--- config.mk ---
export PLATFORM = sky130hd
export DESIGN_NAME = regif_mst_responder
export DESIGN_NICKNAME = d
export VERILOG_FILES = /design/src/rtl/regif_pkg.sv /design/src/rtl/regif_reg_bank.sv /design/src/rtl/regif_mst_responder.sv
export SDC_FILE = /design/constraint.sdc
export NUM_CORES = 1
export LEC_CHECK = 0
export CAP_MARGIN = 20
export CORE_MARGIN = 2
export CORE_UTILIZATION = 35
export CTS_BUF_LIST = sky130_fd_sc_hd__clkbuf_8
export DETAILED_ROUTE_END_ITERATION = 7
export PLACE_DENSITY_LB_ADDON = 0.25
export RECOVER_POWER = 100
export SLEW_MARGIN = 40
export SYNTH_ARGS = -nofsm -noshare
export SYNTH_HDL_FRONTEND = slang
export SYNTH_SLANG_ARGS = --single-unit
--- constraint.sdc ---
create_clock -name reg_int_clk -period 19.3 [get_ports reg_int_clk]
set_clock_uncertainty 0.15 [all_clocks]
set_input_delay 4.825 -clock reg_int_clk [delete_from_list [all_inputs] [get_ports reg_int_clk]]
set_output_delay 4.825 -clock reg_int_clk [all_outputs]
set_load 0.005 [all_outputs]
--- src/rtl/regif_pkg.sv ---
// ============================================================================
// Module : regif_pkg
// Shared types and constants for the register-interface master responder.
// Rev    : 1.0
// ============================================================================
`default_nettype none

package regif_pkg;

  typedef enum logic [1:0] {
    ST_IDLE  = 2'd0,
    ST_ACK   = 2'd1,
    ST_DATA  = 2'd2,
    ST_CMPLT = 2'd3
  } state_e;

  localparam int NUM_RW_REGS = 12;
  localparam int NUM_RO_REGS = 4;
  localparam int REG_IDX_W   = 4;

  localparam logic [31:0]          MISS_RDATA   = 32'h0000_0000;
  localparam logic [REG_IDX_W-1:0] FIRST_RO_IDX = REG_IDX_W'(NUM_RW_REGS);

  function automatic logic [31:0] be_merge(input logic [31:0] old_v,
                                           input logic [31:0] new_v,
                                           input logic [3:0]  be);
    logic [31:0] r;
    for (int b = 0; b < 4; b++) begin
      r[8*b +: 8] = be[b] ? new_v[8*b +: 8] : old_v[8*b +: 8];
    end
    return r;
  endfunction

endpackage

`default_nettype wire

--- src/rtl/regif_reg_bank.sv ---
// ============================================================================
// Module : regif_reg_bank
// RW register array with byte-enable merge, write strobes and read mux.
// Rev    : 1.0
// ============================================================================
`default_nettype none

module regif_reg_bank
  import regif_pkg::*;
#(
  parameter logic [31:0] RW_RST_VAL = 32'h0000_0000
) (
  input  logic                       clk_i,
  input  logic                       rst_i,
  input  logic                       we_i,
  input  logic [REG_IDX_W-1:0]       idx_i,
  input  logic [3:0]                 be_i,
  input  logic [31:0]                wdata_i,
  input  logic [32*NUM_RO_REGS-1:0]  status_i,
  output logic [32*NUM_RW_REGS-1:0]  reg_o,
  output logic [NUM_RW_REGS-1:0]     wr_stb_o,
  output logic [31:0]                rdata_o
);

  logic [31:0]            regs_q [NUM_RW_REGS];
  logic [NUM_RW_REGS-1:0] wr_sel;
  logic [NUM_RW_REGS-1:0] wr_stb_q;

  always_comb begin
    wr_sel = '0;
    for (int i = 0; i < NUM_RW_REGS; i++) begin
      wr_sel[i] = we_i && (idx_i == REG_IDX_W'(i));
    end
  end

  generate
    for (genvar i = 0; i < NUM_RW_REGS; i++) begin : g_rw
      always_ff @(posedge clk_i or posedge rst_i) begin
        if (rst_i) begin
          regs_q[i] <= RW_RST_VAL;
        end else if (wr_sel[i]) begin
          regs_q[i] <= be_merge(regs_q[i], wdata_i, be_i);
        end
      end
      assign reg_o[32*i +: 32] = regs_q[i];
    end
  endgenerate

  // Strobe is registered alongside the data so both appear in the same cycle.
  always_ff @(posedge clk_i or posedge rst_i) begin
    if (rst_i) begin
      wr_stb_q <= '0;
    end else begin
      wr_stb_q <= wr_sel;
    end
  end

  assign wr_stb_o = wr_stb_q;

  always_comb begin
    rdata_o = MISS_RDATA;
    for (int i = 0; i < NUM_RW_REGS; i++) begin
      if (idx_i == REG_IDX_W'(i)) rdata_o = regs_q[i];
    end
    for (int k = 0; k < NUM_RO_REGS; k++) begin
      if (idx_i == REG_IDX_W'(NUM_RW_REGS + k)) rdata_o = status_i[32*k +: 32];
    end
  end

endmodule

`default_nettype wire

--- src/rtl/regif_mst_responder.sv ---
// ============================================================================
// Module : regif_mst_responder
// Single-beat master-bus responder fronting a 12 RW + 4 RO register window.
// Rev    : 1.0
// ============================================================================
`default_nettype none

module regif_mst_responder
  import regif_pkg::*;
#(
  parameter logic [31:0] BASE_ADDR  = 32'h0000_0000,
  parameter logic [31:0] RW_RST_VAL = 32'h0000_0000
) (
  input  logic          reg_int_clk,
  input  logic          reg_int_rst,
  input  logic          IP2Bus_MstRd_Req,
  input  logic          IP2Bus_MstWr_Req,
  input  logic [31:0]   IP2Bus_Mst_Addr,
  input  logic [3:0]    IP2Bus_Mst_BE,
  input  logic          IP2Bus_Mst_Lock,
  input  logic          IP2Bus_Mst_Reset,
  input  logic [31:0]   IP2Bus_MstWr_d,
  output logic          Bus2IP_Mst_CmdAck,
  output logic          Bus2IP_Mst_Cmplt,
  output logic          Bus2IP_Mst_Error,
  output logic          Bus2IP_Mst_Rearbitrate,
  output logic          Bus2IP_Mst_Timeout,
  output logic          Bus2IP_MstRd_src_rdy_n,
  output logic          Bus2IP_MstWr_dst_rdy_n,
  output logic [31:0]   Bus2IP_MstRd_d,
  input  logic [127:0]  status_in,
  output logic [383:0]  reg_out,
  output logic [11:0]   wr_stb
);

  state_e               state_q, state_d;
  logic                 is_wr_q, is_wr_d;
  logic                 hit_q, hit_d;
  logic [REG_IDX_W-1:0] idx_q, idx_d;
  logic [3:0]           be_q, be_d;
  logic                 cmdack_q, cmdack_d;
  logic                 cmplt_q, cmplt_d;
  logic                 error_q, error_d;
  logic                 src_rdy_n_q, src_rdy_n_d;
  logic                 dst_rdy_n_q, dst_rdy_n_d;
  logic [31:0]          rd_d_q, rd_d_d;
  logic                 bank_we;
  logic [31:0]          bank_rdata;
  logic                 unused_ok;

  assign unused_ok = ^{IP2Bus_Mst_Lock, IP2Bus_Mst_Addr[1:0]};

  always_comb begin
    state_d     = state_q;
    is_wr_d     = is_wr_q;
    hit_d       = hit_q;
    idx_d       = idx_q;
    be_d        = be_q;
    cmdack_d    = 1'b0;
    cmplt_d     = 1'b0;
    error_d     = 1'b0;
    src_rdy_n_d = 1'b1;
    dst_rdy_n_d = 1'b1;
    rd_d_d      = MISS_RDATA;
    bank_we     = 1'b0;
    // Master reset overrides everything, including a pending write in DATA.
    if (IP2Bus_Mst_Reset) begin
      state_d = ST_IDLE;
    end else begin
      case (state_q)
        ST_IDLE: begin
          if (IP2Bus_MstWr_Req || IP2Bus_MstRd_Req) begin
            is_wr_d  = IP2Bus_MstWr_Req;
            hit_d    = (IP2Bus_Mst_Addr[31:6] == BASE_ADDR[31:6]);
            idx_d    = IP2Bus_Mst_Addr[5:2];
            be_d     = IP2Bus_Mst_BE;
            cmdack_d = 1'b1;
            state_d  = ST_ACK;
          end
        end
        ST_ACK: begin
          state_d = ST_DATA;
          if (is_wr_q) begin
            dst_rdy_n_d = 1'b0;
          end else begin
            src_rdy_n_d = 1'b0;
            rd_d_d      = hit_q ? bank_rdata : MISS_RDATA;
          end
        end
        ST_DATA: begin
          state_d = ST_CMPLT;
          cmplt_d = 1'b1;
          error_d = !hit_q || (is_wr_q && (idx_q >= FIRST_RO_IDX));
          bank_we = is_wr_q && hit_q && (idx_q < FIRST_RO_IDX);
        end
        ST_CMPLT: begin
          state_d = ST_IDLE;
        end
        default: begin
          state_d = ST_IDLE;
        end
      endcase
    end
  end

  always_ff @(posedge reg_int_clk or posedge reg_int_rst) begin
    if (reg_int_rst) begin
      state_q     <= ST_IDLE;
      is_wr_q     <= 1'b0;
      hit_q       <= 1'b0;
      idx_q       <= '0;
      be_q        <= '0;
      cmdack_q    <= 1'b0;
      cmplt_q     <= 1'b0;
      error_q     <= 1'b0;
      src_rdy_n_q <= 1'b1;
      dst_rdy_n_q <= 1'b1;
      rd_d_q      <= MISS_RDATA;
    end else begin
      state_q     <= state_d;
      is_wr_q     <= is_wr_d;
      hit_q       <= hit_d;
      idx_q       <= idx_d;
      be_q        <= be_d;
      cmdack_q    <= cmdack_d;
      cmplt_q     <= cmplt_d;
      error_q     <= error_d;
      src_rdy_n_q <= src_rdy_n_d;
      dst_rdy_n_q <= dst_rdy_n_d;
      rd_d_q      <= rd_d_d;
    end
  end

  regif_reg_bank #(
    .RW_RST_VAL (RW_RST_VAL)
  ) u_bank (
    .clk_i    (reg_int_clk),
    .rst_i    (reg_int_rst),
    .we_i     (bank_we),
    .idx_i    (idx_q),
    .be_i     (be_q),
    .wdata_i  (IP2Bus_MstWr_d),
    .status_i (status_in),
    .reg_o    (reg_out),
    .wr_stb_o (wr_stb),
    .rdata_o  (bank_rdata)
  );

  assign Bus2IP_Mst_CmdAck      = cmdack_q;
  assign Bus2IP_Mst_Cmplt       = cmplt_q;
  assign Bus2IP_Mst_Error       = error_q;
  assign Bus2IP_Mst_Rearbitrate = 1'b0;
  assign Bus2IP_Mst_Timeout     = 1'b0;
  assign Bus2IP_MstRd_src_rdy_n = src_rdy_n_q;
  assign Bus2IP_MstWr_dst_rdy_n = dst_rdy_n_q;
  assign Bus2IP_MstRd_d         = rd_d_q;

endmodule

`default_nettype wire
Word level (Yosys, flattened, before mapping) --
Index checks and enable logic that the tools add are counted.
Word-level totals: register bits 445, latch bits 0, memory bits (writable) 0, ROM bits 0, input port bits 202, output and inout port bits 435, word-level logic and storage cells 190, memories 0
Cells by class: add/subtract/negate cells 0, $mul 0, div/mod/pow operators 0, order comparisons 2, eq/ne operators 19, shifts and indexed selects 0, muxes and demuxes 38, bitwise operators 1, reductions and logical operators 70
Operators by type and width (count):
- 32-bit two-way mux | 20
- 2-bit AND reduction | 48
- 4-bit equality test, second input constant | 8
- 26-bit zero test | 1
- 4-bit by 3-bit equality test with 1-bit output, second input constant | 4
- 1-bit logical AND | 15
- 1-bit two-way mux | 15
- 4-bit by 2-bit equality test with 1-bit output, second input constant | 2
- 2-bit case mux with 4 select lines | 1
- 2-bit equality test, second input constant | 2
- 4-bit by 1-bit equality test with 1-bit output, second input constant | 1
- 4-bit >= comparator, second input constant | 1
- 4-bit zero test | 1
- 4-bit less-than comparator, second input constant | 1
- 2-bit two-way mux | 2
- 3-bit != test, second input constant | 1
- 3-bit AND reduction | 1
- 2-bit by 1-bit equality test with 1-bit output, second input constant | 1
- 2-bit zero test | 1
- 1-bit logical OR | 2
- 1-bit zero test | 1
- 1-bit inverter | 1

Depth between registers and ports, before layout --
depth in word-level cells 21, gate-level depth with buffers 10, mapped depth without buffers 7

Hierarchy --
A second synthesis with hierarchy kept.
Unflattened totals: cells, all modules 1757, area, all modules 21774.6 um2
Modules (own cells, without submodules):
- regif_reg_bank | times used 1, cells each 1625, area an instance 19917.9 um2, seq. area each 9909.5 um2
- regif_mst_responder | times used 1, cells each 132, area an instance 1856.8 um2, seq. area each 1228.7 um2

Worst setup path before layout --
OpenSTA, ideal clock, no wires.
path kind input to register, from in IP2Bus_Mst_Reset, to reg u_bank.regs_q, in the netlist u_bank.reg_o[184], setup time 125 ps, arrival 6140 ps, data required time 19025 ps, setup slack 12885 ps, stages on the path 7, path buffers 2, path through nor2b_2 nand4_1 buf_4 nor2_1 and3_1 buf_2 mux2_2
On the way: longest elaborated chain between the ends 3
RTL lines:
- from (decl) | line regif_mst_responder.sv:21 | input logic IP2Bus_Mst_Reset,
- 1-bit two-way mux | line regif_mst_responder.sv:67 | if (IP2Bus_Mst_Reset) begin
- 1-bit logical AND | line regif_reg_bank.sv:32 | wr_sel[i] = we_i && (idx_i == REG_IDX_W'(i));
- 2-bit AND reduction (no line)
- to (signal, indexed assignment) | line regif_reg_bank.sv:42 | regs_q[i] <= be_merge(regs_q[i], wdata_i, be_i);
- to (decl) | line regif_reg_bank.sv:25 | logic [31:0] regs_q [NUM_RW_REGS];
Every way passes these cells. A chain may end at the register's enable or synchronous reset.

==> reports/metrics.cfg <==
[run_status]
status = complete, but fails checks
violations = capacitance limit, slew limit

[power]
p_sw_uw = 1100
clockPowerShare_pct = 33.0
p_comb_share_pct = 31.2
vdd_drop_max_uv = 48.3
cellPowerDensity_mw_per_mm2 = 90.5
swShare_pct = 39.6
total_power_uw = 2780
p_leak_uw = 0.0150
p_int_uw = 1680
seqPwrFrac_pct = 35.7

[sta]
final_hold_viol_count = 0
finalMaxSlewViolations = 330
tightest_slew_ns = 5.49
rsz0062_at_grt = no
min_period_ns = 12.07
slew_headroom_pct = -268
setup_viol = 0
fmax_ghz = 0.0829
post-route-period-util_pct = 62.5
whs_ns = 0.373
setup_tns_ns = 0

[global_route]
grt_pass1_wl_um = 158000
grt_pass1_vias = 20900
track_usage_pct = 33.7
grt_start_max_net_pins = 121
antenna_found_initial = 9
grt_overflow = 0

[yosys]
synth_cells = 1907
yosys_warnings = 0
yosysSeqAreaShare_pct = 50.4
synth_top_area_share_pct = 50.1
synth-edff-count = 0
async_flop_share_pct = 100
synth-main-ff-cell = dfrtp_1
ys_top_cells_by_area = dfrtp_1, mux2_2, o21ai_0
syn_area_mm2 = 0.0221
ys_ff_latch = 445
netlist-cell-type-count = 74
syn_area_per_cell_um2 = 11.6
synth_top_area_cell = dfrtp_1

[clock_network]
root_buffer = clkbuf_8
htreeDepth = 3
tritoncts = built
postCtsResizedCells = 0
cts_hold_buf = 0
cts_setup_buffers = 0
cts.path.max_buffers = 3
clock_latency_ns = 0.68
cts_sinks = 445
path_clk_slew_ns = 0.05
cts_made_buffers = 82

[hold_path]
hp-class = reg2reg
min_from = u_bank.reg_o[5]
whs_path_depth = 1
whs_endpoint = u_bank.reg_o[5]

[finish]
register_area_mm2 = 0.0112
fin_area_mm2 = 0.0307
multi_input_area_mm2 = 0.0101
fillers = 5712
syn2layout_area_growth_pct = 38.7
post-route-util_pct = 48.9
layout.nets = 2703
drive_gt1_share_pct = 23.6

[setup_path]
ff2ff_setup_slack_ns = 14.30
rr_startpoint = idx_q[1]
r2r_cells = 8
crit_path_start_kind = primary input
path_class = in2async
worstPathMaxFanout = 120
cp-end-kind = asynchronous set/reset pin
arrival_ns = 12.65
r2r_end = u_bank.reg_o[239]
critical_path_required_ns = 19.88

[flow_run]
maxCapViolations = 5

[routing]
firstDrtPassIters = 5
drt-initial-drc-count = 1805
drc = 0
ant_nets = 0
wl_per_cell_um = 33.0
vias = 20300
vias_per_cell = 5.95
drt_wl_total_um = 113000

[floorplan]
fp-row-count = 92
die_area_mm2 = 0.0652
core_mm2 = 0.0627
start_util_pct = 35.2
io_pins = 637
dieWidth_um = 255
die_h_um = 255

[placed_design]
gp_routability_congestion = 0.910
dpl_cell_area_mm2 = 0.0292
dp_hpwl_um = 75800
io_buffers = 631

-- cells in the mapped netlist, types with 7 or more instances --
cell       instances
nand2_2           36
mux2i_1           39
nand3_1           16
a21oi_1          115
nand2b_1          14
nor3_1            11
o32ai_1           12
a2bb2oi_1          9
nand4_1            9
buf_1              9
a22oi_1           28
buf_2             69
nor2b_1           21
clkbuf_1          80
a21boi_0          14
buf_4              9
o22ai_1           44
nor2_1            65
a31oi_1           16
and3_1            13
a32o_1             7
inv_1              9
o211ai_1          16
dfrtp_1          443
mux4_2             8
a221oi_1           8
o2bb2ai_1         10
o221ai_1          14
mux2_2           408
o21ai_0          132
a211oi_1          19
nand2_1           86
-- cell families (layout without fill, tap and decap cells) --
group	Yosys count	count (layout)	share of synthesized area (%)
AOI/OAI and AO/OA	501	501	14.6
muxes	460	460	23.6
DFF	445	445	50.4
and+or+nand+nor	317	317	7.57
buffers and inverters	179	827	3.65
adders and majority gates	3	3	0.170
other	1	7	0.0170
xor gates and xnor gates	1	1	0.0396
-- cells in the final DEF (no fill, tap or decap), types with 6 or more instances in the layout --
cell	count
dfrtp_1	439
dlygate4sd3_1	437
mux2_2	408
clkdlybuf4s50_1	194
o21ai_0	131
nand2_1	120
a21oi_1	115
clkbuf_8	99
nor2_1	69
o22ai_1	44
mux2i_1	39
inv_1	34
buf_4	30
a22oi_1	28
a211oi_1	19
nor2b_1	16
nand3_1	16
o211ai_1	16
a31oi_1	16
nor3_1	15
a21boi_0	14
o221ai_1	14
and3_1	13
o32ai_1	12
nand2b_1	10
o2bb2ai_1	10
nand4_1	9
a2bb2oi_1	9
clkinv_2	9
a221oi_1	8
mux4_2	8
a32o_1	7
clkbuf_1	7
nor4bb_1	6
a2111oi_0	6
a22o_1	6
a32oi_1	6
nor4_1	6
-- power by group through the flow --
| stage | sequential (µW) | combinational, µW | clock [µW] |
|---|---|---|---|
| floorplan | 969 | 464 | 0 |
| global placement | 1010 | 830 | 0 |
| finish | 992 | 867 | 917 |
| detailed placement | 1010 | 845 | 0 |
| global route | 994 | 889 | 967 |
| CTS | 996 | 848 | 925 |
-- registers in the layout, indices dropped and copies added (netlist names) --
signal                  count
Bus2IP_MstRd_d             32
Bus2IP_MstRd_src_rdy_n      1
Bus2IP_MstWr_dst_rdy_n      1
Bus2IP_Mst_CmdAck           1
Bus2IP_Mst_Cmplt            1
Bus2IP_Mst_Error            1
be_q                        4
hit_q                       1
idx_q                       4
is_wr_q                     1
state_q                     2
u_bank.reg_o              384
u_bank.wr_stb_o            12
-- worst max-delay path by stage --
stage	start	end	slack, ns	depth (start not counted)
after global routing	reg_int_rst	u_bank.reg_o[216]	5.87	3
final	reg_int_rst	u_bank.reg_o[261]	7.23	5
after detailed placement	reg_int_rst	u_bank.reg_o[38]	10.94	5
after global placement	reg_int_rst	u_bank.reg_o[5]	10.43	5
after CTS	reg_int_rst	u_bank.reg_o[5]	11.66	5
after floorplan	reg_int_rst	Bus2IP_MstRd_d[0]	1.93	1
-- through the flow --
stage | worst slack [ns] | cells
4_1_cts | 11.66 | 3401
2_1_floorplan | 1.93 | 1908
6_report | 7.23 | 3407
3_5_place_dp | 10.94 | 3259
3_3_place_gp | 10.43 | 3255
5_1_grt | 5.87 | 3404
-- critical path, cell delays in order --
cell and delay, ns:
dlygate4sd3_1 0.54, clkinvlp_2 3.01, clkbuf_1 2.67, buf_6 0.74, buf_6 0.61
-- metal layers --
layer / global-route usage, % / up-vias / part of all wire [%]
li1: - / 8285 / -
met2: 53.8 / 1248 / 46
met5: 0 / - / 0.037
met4: 16.1 / 6 / 5.1
met3: 8.41 / 306 / 9.1
met1: 42.9 / 10400 / 40
-- cell type report --
class / count / area share [%]
timing repair buffer: 675 / 21.8
multi-input combinational: 1284 / 33.0
clock buffer: 99 / 4.44
antenna: 5 / 0.0408
sequential: 445 / 36.4
inverter: 10 / 0.143
clock inverter: 43 / 0.816
tap: 846 / 3.45
No activity file was read; power rests on OpenSTA's default activity.
